**config.mk**
```make
export PLATFORM = sky130hd
export DESIGN_NAME = sound_sequencer
export DESIGN_NICKNAME = d
export VERILOG_FILES = /design/src/rtl/sound_sequencer.sv
export SDC_FILE = /design/constraint.sdc
export NUM_CORES = 1
export LEC_CHECK = 0
export BUFFER_PORTS_ARGS = -buffer_cell sky130_fd_sc_hd__buf_2
export CORE_MARGIN = 3
export CORE_UTILIZATION = 35
export DETAILED_ROUTE_END_ITERATION = 7
export PLACE_DENSITY = 0.51
export SETUP_SLACK_MARGIN = 0.15
export SLEW_MARGIN = 20
export SYNTH_ARGS = -nofsm -noshare
export SYNTH_HDL_FRONTEND = slang
export SYNTH_SLANG_ARGS = --single-unit
```
**constraint.sdc**
```tcl
create_clock -name clk -period 4.09 [get_ports clk]
set_input_delay 0.818 -clock clk [delete_from_list [all_inputs] [get_ports clk]]
set_output_delay 0.818 -clock clk [all_outputs]
set_load 0.01 [all_outputs]
```
**src/rtl/sound_sequencer.sv**
```systemverilog
// Event-driven tone sequencer: plays one fixed-length square-wave tone per collision event,
// followed by a silent gap, with a single-entry last-wins buffer for events that arrive meanwhile.
module sound_sequencer #(
    parameter int unsigned HALF_1    = 56818,
    parameter int unsigned HALF_2    = 37879,
    parameter int unsigned HALF_3    = 28409,
    parameter int unsigned HALF_4    = 113636,
    parameter int unsigned DUR_TICKS = 5000000,
    parameter int unsigned GAP_TICKS = 500000
) (
    input  logic       clk,
    input  logic       reset,
    input  logic       trigger,
    input  logic [2:0] code,
    input  logic       mute,
    output logic       speaker,
    output logic       busy,
    output logic [2:0] cur_code
);

    localparam logic [23:0] H1_LAST  = 24'(HALF_1 - 1);
    localparam logic [23:0] H2_LAST  = 24'(HALF_2 - 1);
    localparam logic [23:0] H3_LAST  = 24'(HALF_3 - 1);
    localparam logic [23:0] H4_LAST  = 24'(HALF_4 - 1);
    localparam logic [23:0] DUR_LAST = 24'(DUR_TICKS - 1);
    localparam logic [23:0] GAP_LAST = 24'(GAP_TICKS - 1);

    typedef enum logic [1:0] {
        IDLE,
        PLAY,
        GAP
    } state_e;

    state_e      state_q, state_d;
    logic [23:0] half_q, half_d;
    logic [23:0] dur_q, dur_d;
    logic [23:0] gap_q, gap_d;
    logic        phase_q, phase_d;
    logic        speaker_q, speaker_d;
    logic        busy_q, busy_d;
    logic [2:0]  cur_q, cur_d;
    logic [2:0]  pend_q, pend_d;
    logic        pendValid_q, pendValid_d;
    logic        evValid;
    logic [23:0] halfLast;

    assign evValid = trigger && (code >= 3'd1) && (code <= 3'd4);

    always_comb begin
        case (cur_q)
            3'd1:    halfLast = H1_LAST;
            3'd2:    halfLast = H2_LAST;
            3'd3:    halfLast = H3_LAST;
            3'd4:    halfLast = H4_LAST;
            default: halfLast = H1_LAST;
        endcase
    end

    always_comb begin
        state_d     = state_q;
        half_d      = half_q;
        dur_d       = dur_q;
        gap_d       = gap_q;
        phase_d     = phase_q;
        cur_d       = cur_q;
        pend_d      = pend_q;
        pendValid_d = pendValid_q;

        case (state_q)
            IDLE: begin
                if (evValid) begin
                    state_d = PLAY;
                    cur_d   = code;
                    half_d  = '0;
                    dur_d   = '0;
                    phase_d = 1'b0;
                end
            end

            PLAY: begin
                if (evValid) begin
                    pend_d      = code;
                    pendValid_d = 1'b1;
                end
                if (dur_q == DUR_LAST) begin
                    state_d = GAP;
                    gap_d   = '0;
                    cur_d   = 3'd0;
                    phase_d = 1'b0;
                end else begin
                    dur_d = dur_q + 24'd1;
                    if (half_q == halfLast) begin
                        half_d  = '0;
                        phase_d = ~phase_q;
                    end else begin
                        half_d = half_q + 24'd1;
                    end
                end
            end

            GAP: begin
                if (gap_q == GAP_LAST) begin
                    // A fresh event on the exit cycle beats the older buffered one.
                    if (evValid) begin
                        state_d     = PLAY;
                        cur_d       = code;
                        half_d      = '0;
                        dur_d       = '0;
                        phase_d     = 1'b0;
                        pendValid_d = 1'b0;
                    end else if (pendValid_q) begin
                        state_d     = PLAY;
                        cur_d       = pend_q;
                        half_d      = '0;
                        dur_d       = '0;
                        phase_d     = 1'b0;
                        pendValid_d = 1'b0;
                    end else begin
                        state_d = IDLE;
                    end
                end else begin
                    gap_d = gap_q + 24'd1;
                    if (evValid) begin
                        pend_d      = code;
                        pendValid_d = 1'b1;
                    end
                end
            end

            default: begin
                state_d = IDLE;
            end
        endcase
    end

    // Mute only gates the registered pin; the phase keeps running underneath.
    assign speaker_d = phase_d & ~mute;
    assign busy_d    = (state_d != IDLE);

    always_ff @(posedge clk or negedge reset) begin
        if (!reset) begin
            state_q     <= IDLE;
            half_q      <= '0;
            dur_q       <= '0;
            gap_q       <= '0;
            phase_q     <= 1'b0;
            speaker_q   <= 1'b0;
            busy_q      <= 1'b0;
            cur_q       <= 3'd0;
            pend_q      <= 3'd0;
            pendValid_q <= 1'b0;
        end else begin
            state_q     <= state_d;
            half_q      <= half_d;
            dur_q       <= dur_d;
            gap_q       <= gap_d;
            phase_q     <= phase_d;
            speaker_q   <= speaker_d;
            busy_q      <= busy_d;
            cur_q       <= cur_d;
            pend_q      <= pend_d;
            pendValid_q <= pendValid_d;
        end
    end

    assign speaker  = speaker_q;
    assign busy     = busy_q;
    assign cur_code = cur_q;

endmodule

```
* Word-level counts from Yosys, hierarchy flattened
Index checks and enable logic that the tools add are counted.
** Storage, ports and cells
- Register bits after elaboration :: 84
- Input port bits :: 7
** Operators by class
- $add $sub $neg :: 3
- $lt $le $gt $ge :: 2
- Equal/unequal tests :: 14
- Mux-type cells :: 38
- Bitwise logic cells :: 3
- Reductions and logical operators :: 10
** Operator list (count)
- 24-bit two-way mux :: 9
- 24-bit one-hot mux with 3 select lines :: 2
- 24-bit by 1-bit adder with 24-bit output, second input constant :: 3
- 17-bit one-hot mux with 3 select lines :: 1
- 24-bit one-hot mux with 2 select lines :: 1
- 24-bit by 19-bit == test with 1-bit output, second input constant :: 1
- 24-bit by 23-bit == test with 1-bit output, second input constant :: 1
- 24-bit == test :: 1
- 3-bit two-way mux :: 7
- 1-bit two-way mux :: 10
- 2-bit inequality test, second input constant :: 5
- 5-bit AND reduction :: 2
- 3-bit one-hot mux with 3 select lines :: 1
- 3-bit by 2-bit == test with 1-bit output, second input constant :: 2
- 2-bit two-way mux :: 3
- 2-bit one-hot mux with 3 select lines :: 1
- 3-bit one-hot mux with 2 select lines :: 1
- 2-bit nonzero test :: 2
- 3-bit == test, second input constant :: 1
- 3-bit by 1-bit greater-or-equal comparator with 1-bit output, second input constant :: 1
- 3-bit <= comparator, second input constant :: 1
- 3-bit inequality test, second input constant :: 1
- 1-bit one-hot mux with 3 select lines :: 1
- 3-bit AND reduction :: 1
- other kinds (9) :: 11

* Longest topological paths before layout
Gate-level depths: netlist (run 1).
- Word-level depth :: 7
- Gate-level depth with buffers :: 10

* Worst setup path after synthesis (run 1)
OpenSTA, ideal clock, no wires.
- Path kind :: input port to flip-flop
- Start :: in trigger
- End :: reg dur_q[21]
- Setup time :: 134 ps
- Arrival :: 2367 ps
- Data required time :: 3956 ps
- Setup slack :: 1589 ps
- Stages :: 8
- Buffers on the path :: 2
- Cell sequence :: nor2b_1 -> a211oi_1 -> o31a_1 -> or2_1 -> buf_2 -> buf_2 -> o41ai_1 -> a21oi_1
** On the way
- Cells in the longest elaborated chain, start to end :: 5
** RTL lines
- start, declared :: RTL line 13 : input logic trigger,
- 1-bit logical AND * (2 in a row) :: RTL line 47 : assign evValid = trigger && (code >= 3'd1) && (code <= 3'd4);
- 24-bit two-way mux :: RTL line 104 : if (evValid) begin
- 24-bit two-way mux :: RTL line 102 : if (gap_q == GAP_LAST) begin
- 24-bit one-hot mux with 3 select lines :: RTL line 69 : case (state_q)
- end signal, assigned :: RTL line 155 : dur_q <= dur_d;
- end, declared :: RTL line 36 : logic [23:0] dur_q, dur_d;
Every way passes the cells marked *; elsewhere a longest branch is shown, timed or not. The select of a mux whose other input is x is not followed.
A chain may end at the register's enable or synchronous reset.

* Worst setup path in the final report (run 1)
- Start :: reg gap_q[0]
- End :: reg half_q[21]
** On the way
- Cells in the longest elaborated chain, start to end :: 3
** RTL lines
- start, declared :: RTL line 37 : logic [23:0] gap_q, gap_d;
- start signal, assigned :: RTL line 156 : gap_q <= gap_d;
- 24-bit by 19-bit == test with 1-bit output :: RTL line 102
- 2-bit inequality test (no source line)
- 5-bit AND reduction (no source line)
- end signal, assigned :: RTL line 154 : half_q <= half_d;
- end, declared :: RTL line 35 : logic [23:0] half_q, half_d;
Every way passes these cells.

==> metrics.md, run 1 <==
| Metric | Value |
|---|---|
| Status | `finished, final reports clean` |
| Routed met3 length | `between 300 and 400 um` |
| Antenna viol nets, final | `0` |
| Clk buf depth | `2` |
| Vias in the first global route | `~4,300` |
| Synth top area share | `41.02%` |
| Hold path cells | `1` |
| Total power | `around 0.0026 W` |
| Vias/cell | `approximately 5.5` |
| FP Rows | `between 40 and 50` |
| Worst vdd ir | `about 190 uV` |
| Routed wire length | `12,420 um` |
| Crit path time final | `roughly 3000 ps` |
| Resized cells post-CTS | `0` |
| Final period utilization | `between 70% and 80%` |
| Crit path kind | `flip-flop to flip-flop` |
| Layout area overhead | `10.01%` |
| Synth cell types | `61` |
| Vias | `roughly 4,300` |
| Layout cell share with drive strength beyond 1 | `between 8 and 9%` |
| Synth Flop Type | `dfrtp_1` |
| First-pass GRT wire length | `around 22,000 um` |
| WL met2 | `around 6000 um` |
| Crit end category | `flip-flop` |
| Syn Nets | `609` |
| Slew Limit Fails | `0` |
| Clk slew on worst S/H paths | `around 60 ps` |
| Root buf cell | `clkbuf_16` |
| Final count of hold timing violations | `0` |
| Transition time at the pin with the least slew margin | `roughly 850 ps` |
| Seq/Total Area, Yosys | `around two fifths` |
| Detail Placement HPWL | `between 8000 and 9000 um` |
| GRT overflow | `0` |
| Setup violations, final | `0` |
| IO buf count | `11` |
| Pre-antenna DRT Iters | `4` |
| Clock Latency Late Sink | `about 340 ps` |
| Routability cong. | `between 0.8 and 0.9` |
| Setup crit start kind | `flip-flop` |
| Leakage power | `~2.3 nW` |
| Number of remaining DRC errors | `0` |
| Clock sinks | `84` |
| Max Clock Freq | `~0.34 GHz` |
| Core area | `roughly 14,000 sq um` |
| RSZ-0062 raised after global routing | `false` |
| Largest net degree at the start of global routing | `65` |
| Max_cap viols | `0` |
| Mapped Cells | `between 500 and 600` |
| Post-synthesis average cell area | `8.613 sq um` |
| GRT Util Overall | `between 10% and 20%` |
| DRT iter0 DRCs | `281` |
| Post-CTS setup buffer count | `0` |
| Power per Cell Area | `466.5 nW/um^2` |
| # IOs | `12` |
| Leading cell type by number of instances after synthesis | `dfrtp_1` |
| Fillers | `approximately 1,400` |
| Synth cell count leaders | `dfrtp_1, nor2_1, nand2_1` |
| Post-Route Setup TNS | `0 ps` |
| Yosys warning total | `0` |
| Crit path DAT | `around 3200 ps` |
| Antenna fix cells | `0` |
| Worst Path Max Fanout | `12` |
| Hold Crit Class | `flip-flop to flip-flop` |
| CTS Buf Count | `9` |
| Layout Nets | `607` |
| Worst Skew | `around 9.5 ps` |
| Rel. slew slack | `a little over two fifths` |
| Worst Reg-to-Reg Cells | `7` |
| Die H | `127.0 um` |
| TritonCTS clock tree | `built` |
| Async S/R FF share, synth | `between 90% and 100%` |
| Met1 WL | `around 6000 um` |
| Seq cells post-synth | `84` |
| CTS H-tree lvls | `3` |
| Initial antenna violation count | `0` |
| EDFF count, synth | `0` |
| Largest cells by area after synthesis | `dfrtp_1, nor2_1, nand2_1` |
| Die area | `between 15,000 and 20,000 sq um` |
| Wire per inst | `between 15 and 20 um` |
| Worst EP required | `around 4300 ps` |
| DIE WIDTH | `between 100 and 150 um` |
| Post-Syn Area | `approximately 5000 sq um` |
| Starting Density | `36.36%` |
| Highest Signal Layer | `met4` |
| Hold buffers post-CTS | `0` |
| Largest area contributor in the synthesized netlist | `dfrtp_1` |
final cells by class:
class	instances	area, sq um	share of cell area [%]
clock inverter	4	48.80	0.8655
inverter	25	93.84	1.664
timing repair buffer	20	125.1	2.219
multi-input combinational	453	2796	49.60
sequential	84	2102	37.28
tap	180	225.2	3.995
clock buffer	12	246.5	4.372
path summary, 6_finish.rpt:
path	slack [ps]	start	endpoint
max in group asynchronous	2680	reset	dur_q[11]
min in group asynchronous	570	reset	half_q[3]
worst min-delay path	530	pend_q[2]	pend_q[2]
worst min register to register	530	pend_q[2]	pend_q[2]
worst max-delay path	1130	gap_q[0]	half_q[21]
worst max register to register	1130	gap_q[0]	half_q[21]
report_power, final:
| group | internal [W] | switching (W) |
|---|---|---|
| Combinational | 0.000261 | 0.000500 |
| Sequential | 0.000916 | 0.000128 |
| Clock | 0.000490 | 0.000336 |
| Total | 0.00167 | 0.000963 |
cells in the final DEF, fill, tap and decap left out, drive strengths merged, types with 3 or more instances in the layout:
master,count
o2bb2ai,3
xor2,17
ha,7
nor4b,8
nor2,63
nor3,15
dfrtp,84
mux2i,4
o311ai,5
and2,6
or2,4
o211ai,4
a22o,6
nor3b,5
mux2,6
nand3,45
o22ai,9
nand2,62
nor4,18
nor2b,9
or4,9
a211o,5
nand2b,5
buf,20
clkbuf,12
o21ai,17
xnor2,18
and4,6
nand4,24
inv,25
a21o,6
clkinv,3
and3,18
a21oi,23
cell families after synthesis:
group	count (synthesis)	share of synthesized area, %
muxes	10	2.100
xor gates and xnor gates	35	5.981
buffers and inverters	58	4.663
adders and majority gates	7	1.709
AOI/OAI and AO/OA	92	12.38
DFF	84	41.02
and+or+nand+nor	309	32.15
stage by stage:
stage	util, %	instance area, sq um	hold WS, ps	std cells	setup slack [ps]
CTS	39.95	5632	532.6	778	1104
global route	40.00	5638	562.5	778	802.5
floorplan	-	5125	472.9	595	1589
global placement	37.86	5336	499.9	762	1099
finish	40.00	5638	530.5	778	1131
detailed placement	37.86	5336	513.0	762	934.5
registers in the layout, summed over array words and instances (netlist names):
register     flops
phase_q          1
half_q          24
dur_q           24
pendValid_q      1
pend_q           3
gap_q           24
cur_code         3
busy             1
state_q          2
speaker          1
routing by layer:
metal  up-vias  global-route usage (%)
li1       2141                       -
met2        49                   26.62
met4         0                   4.164
met5         -                       0
met3        13                   3.303
met1      2075                   22.04
critical path: stages (launching register included):
cell      delay (ps)
dfrtp_1          400
ha_1             230
and2_1           270
nand4_1          250
o31a_1           440
nor2_1           430
nand2_1          400
o311ai_0         420
(Power assumes the default switching activity.)
==> run 2, diff against run 1 <==
- PLACE_DENSITY: 0.51 -> 0.52
- clock period: 4.09 -> 2.7 ns (I/O delays scaled with it)
==> metrics.md, run 2 (synthesis results as in run 1) <==
| Metric | Value |
|---|---|
| Biggest regs | `dur_q x24, gap_q x24, half_q x24` |
| Clock sinks | `between 80 and 90` |
| Final period utilization | `around 91%` |
| Commonest non-fill, non-tap cells in the layout | `dfrtp_1, nand2_1, nor2_1, nand3_1, buf_4` |
| First-pass GRT wire length | `~22,000 um` |
| TritonCTS clock tree | `built` |
| Switching pwr | `approximately 0.0015 W` |
| Layout area overhead | `14.62%` |
| GRT overflow | `0` |
| Root buf cell | `clkbuf_16` |
| Die H | `127.0 um` |
| Critical path's slowest cell | `or4b_1` |
| Vias in the first global route | `roughly 4,300` |
| Clock Power Share | `~28%` |
| Worst EP required | `about 2900 ps` |
| Starting Density | `a little over a third` |
| Vias/cell | `5.568` |
| DRT iter0 DRCs | `230` |
| CTS Buf Count | `9` |
| Crit path time final | `between 2000 and 2500 ps` |
| Gate power share | `between 30% and 40%` |
| Setup crit start kind | `flip-flop` |
| RSZ-0062 raised after global routing | `false` |
| WHS | `about 190 ps` |
| Hold buffers post-CTS | `0` |
| Clk slew on worst S/H paths | `~60 ps` |
| Util after Layout | `41.67%` |
| IO buf count | `11` |
| Sw Ratio | `between 30% and 40%` |
| Worst Path Max Fanout | `7` |
| Antenna fix cells | `0` |
| Pint | `between 0.002 and 0.003 W` |
| Crit path kind | `flip-flop to flip-flop` |
| GRT Util Overall | `16.30%` |
| Post-Route Setup TNS | `0 ps` |
| Antenna viol nets, final | `0` |
| CTS H-tree lvls | `3` |
| Setup violations, final | `0` |
| Slew Limit Fails | `0` |
| Pre-antenna DRT Iters | `5` |
| Core area | `roughly 14,000 sq um` |
| Detail Placement HPWL | `between 8000 and 9000 um` |
| Final count of hold timing violations | `0` |
| Number of remaining DRC errors | `0` |
| Leakage power | `2.473 nW` |
| Critical Path Max Stage Delay | `520 ps` |
| Commonest non-fill, non-tap cell in the layout | `dfrtp_1` |
| Status | `finished, final reports clean` |
| Clk buf depth | `2` |
| Routed wire length | `approximately 13,000 um` |
| Max Clock Freq | `0.4074 GHz` |
| Crit path DAT | `~2700 ps` |
| Rel. slew slack | `~62%` |
| Routability cong. | `between 0.8 and 0.9` |
| Clock Latency Late Sink | `approximately 350 ps` |
| Worst Skew | `8.249 ps` |
| Total power | `around 0.0041 W` |
| Layout cell share with drive strength beyond 1 | `14.08%` |
| Worst vdd ir | `285.6 uV` |
| FP Rows | `43` |
| Layout Nets | `approximately 640` |
| Wire per inst | `around 16 um` |
| Vias | `4,482` |
| Sequential power share | `a little under two fifths` |
| Crit end category | `flip-flop` |
| Power per Cell Area | `around 700 nW/um^2` |
| Die area | `16,130 sq um` |
| Largest net degree at the start of global routing | `45` |
| Max_cap viols | `0` |
| Hold Crit Class | `primary input to async pin` |
| Crit-path cells | `nand2b_1, or4b_1, a311oi_2, a41oi_2, buf_6, buf_2, a21o_1, a22o_1` |
| Transition time at the pin with the least slew margin | `between 500 and 600 ps` |
| Initial antenna violation count | `0` |
| DP Area | `5527 sq um` |
| # IOs | `12` |
| Design Area, Final | `5874 sq um` |
| DIE WIDTH | `between 100 and 150 um` |
-- run 2: path summary, 6_finish.rpt --
kind / start / end / slack (ps) / cells after the start
worst max-delay path: cur_code[2] / half_q[6] / 250 / 8
worst min-delay path: reset / half_q[10] / 190 / 1
worst max register to register: cur_code[2] / half_q[6] / 250 / 8
worst min register to register: dur_q[1] / dur_q[1] / 520 / 2
max in group asynchronous: reset / cur_code[2] / 1860 / 2
min in group clk: mute / speaker / 350 / 2
-- run 2: per-stage QoR --
stage                     std cells  worst slack, ps
after global routing            805            153.0
after detailed placement        784            62.39
final                           805            245.6
after CTS                       799            181.4
after floorplan                 595            324.4
after global placement          784            128.5
-- run 2: power groups by stage --
stage / clock (W) / sequential [W] / combinational, W
CTS: 0.00121 / 0.00156 / 0.00130
detailed placement: 0 / 0.00159 / 0.00129
global placement: 0 / 0.00158 / 0.00128
floorplan: 0 / 0.00152 / 0.000890
finish: 0.00118 / 0.00157 / 0.00139
global route: 0.00126 / 0.00159 / 0.00155
-- run 2: layer usage --
metal	GRT usage [%]	up-vias	share of wire (%)
met2	24.44	79	45
met4	4.479	0	1.4
met1	23.53	2186	50
met5	0	-	0
li1	-	2203	-
met3	4.013	14	3.4
-- run 2: worst max-delay path: cells and delay by family (launching register included) --
| family | cells | cell delay (ps) |
|---|---|---|
| AOI/OAI and AO/OA | 4 | 880 |
| and+or+nand+nor | 2 | 680 |
| DFF | 1 | 440 |
| buffers and inverters | 2 | 340 |
-- run 2: area by class of cell --
class | count | area (sq um)
multi-input combinational | 453 | 2811
fill | 1415 | 8222
timing repair buffer | 48 | 361.6
inverter | 25 | 93.84
clock buffer | 11 | 252.7
clock inverter | 4 | 25.02
tap | 180 | 225.2
sequential | 84 | 2105
-- run 2: timing repair --
| item | 4_1_cts | 5_1_grt |
|---|---|---|
| resized for setup | 0 | 10 |
| setup buffers | 0 | 6 |
| endpoints found under the setup margin | 0 | 30 |
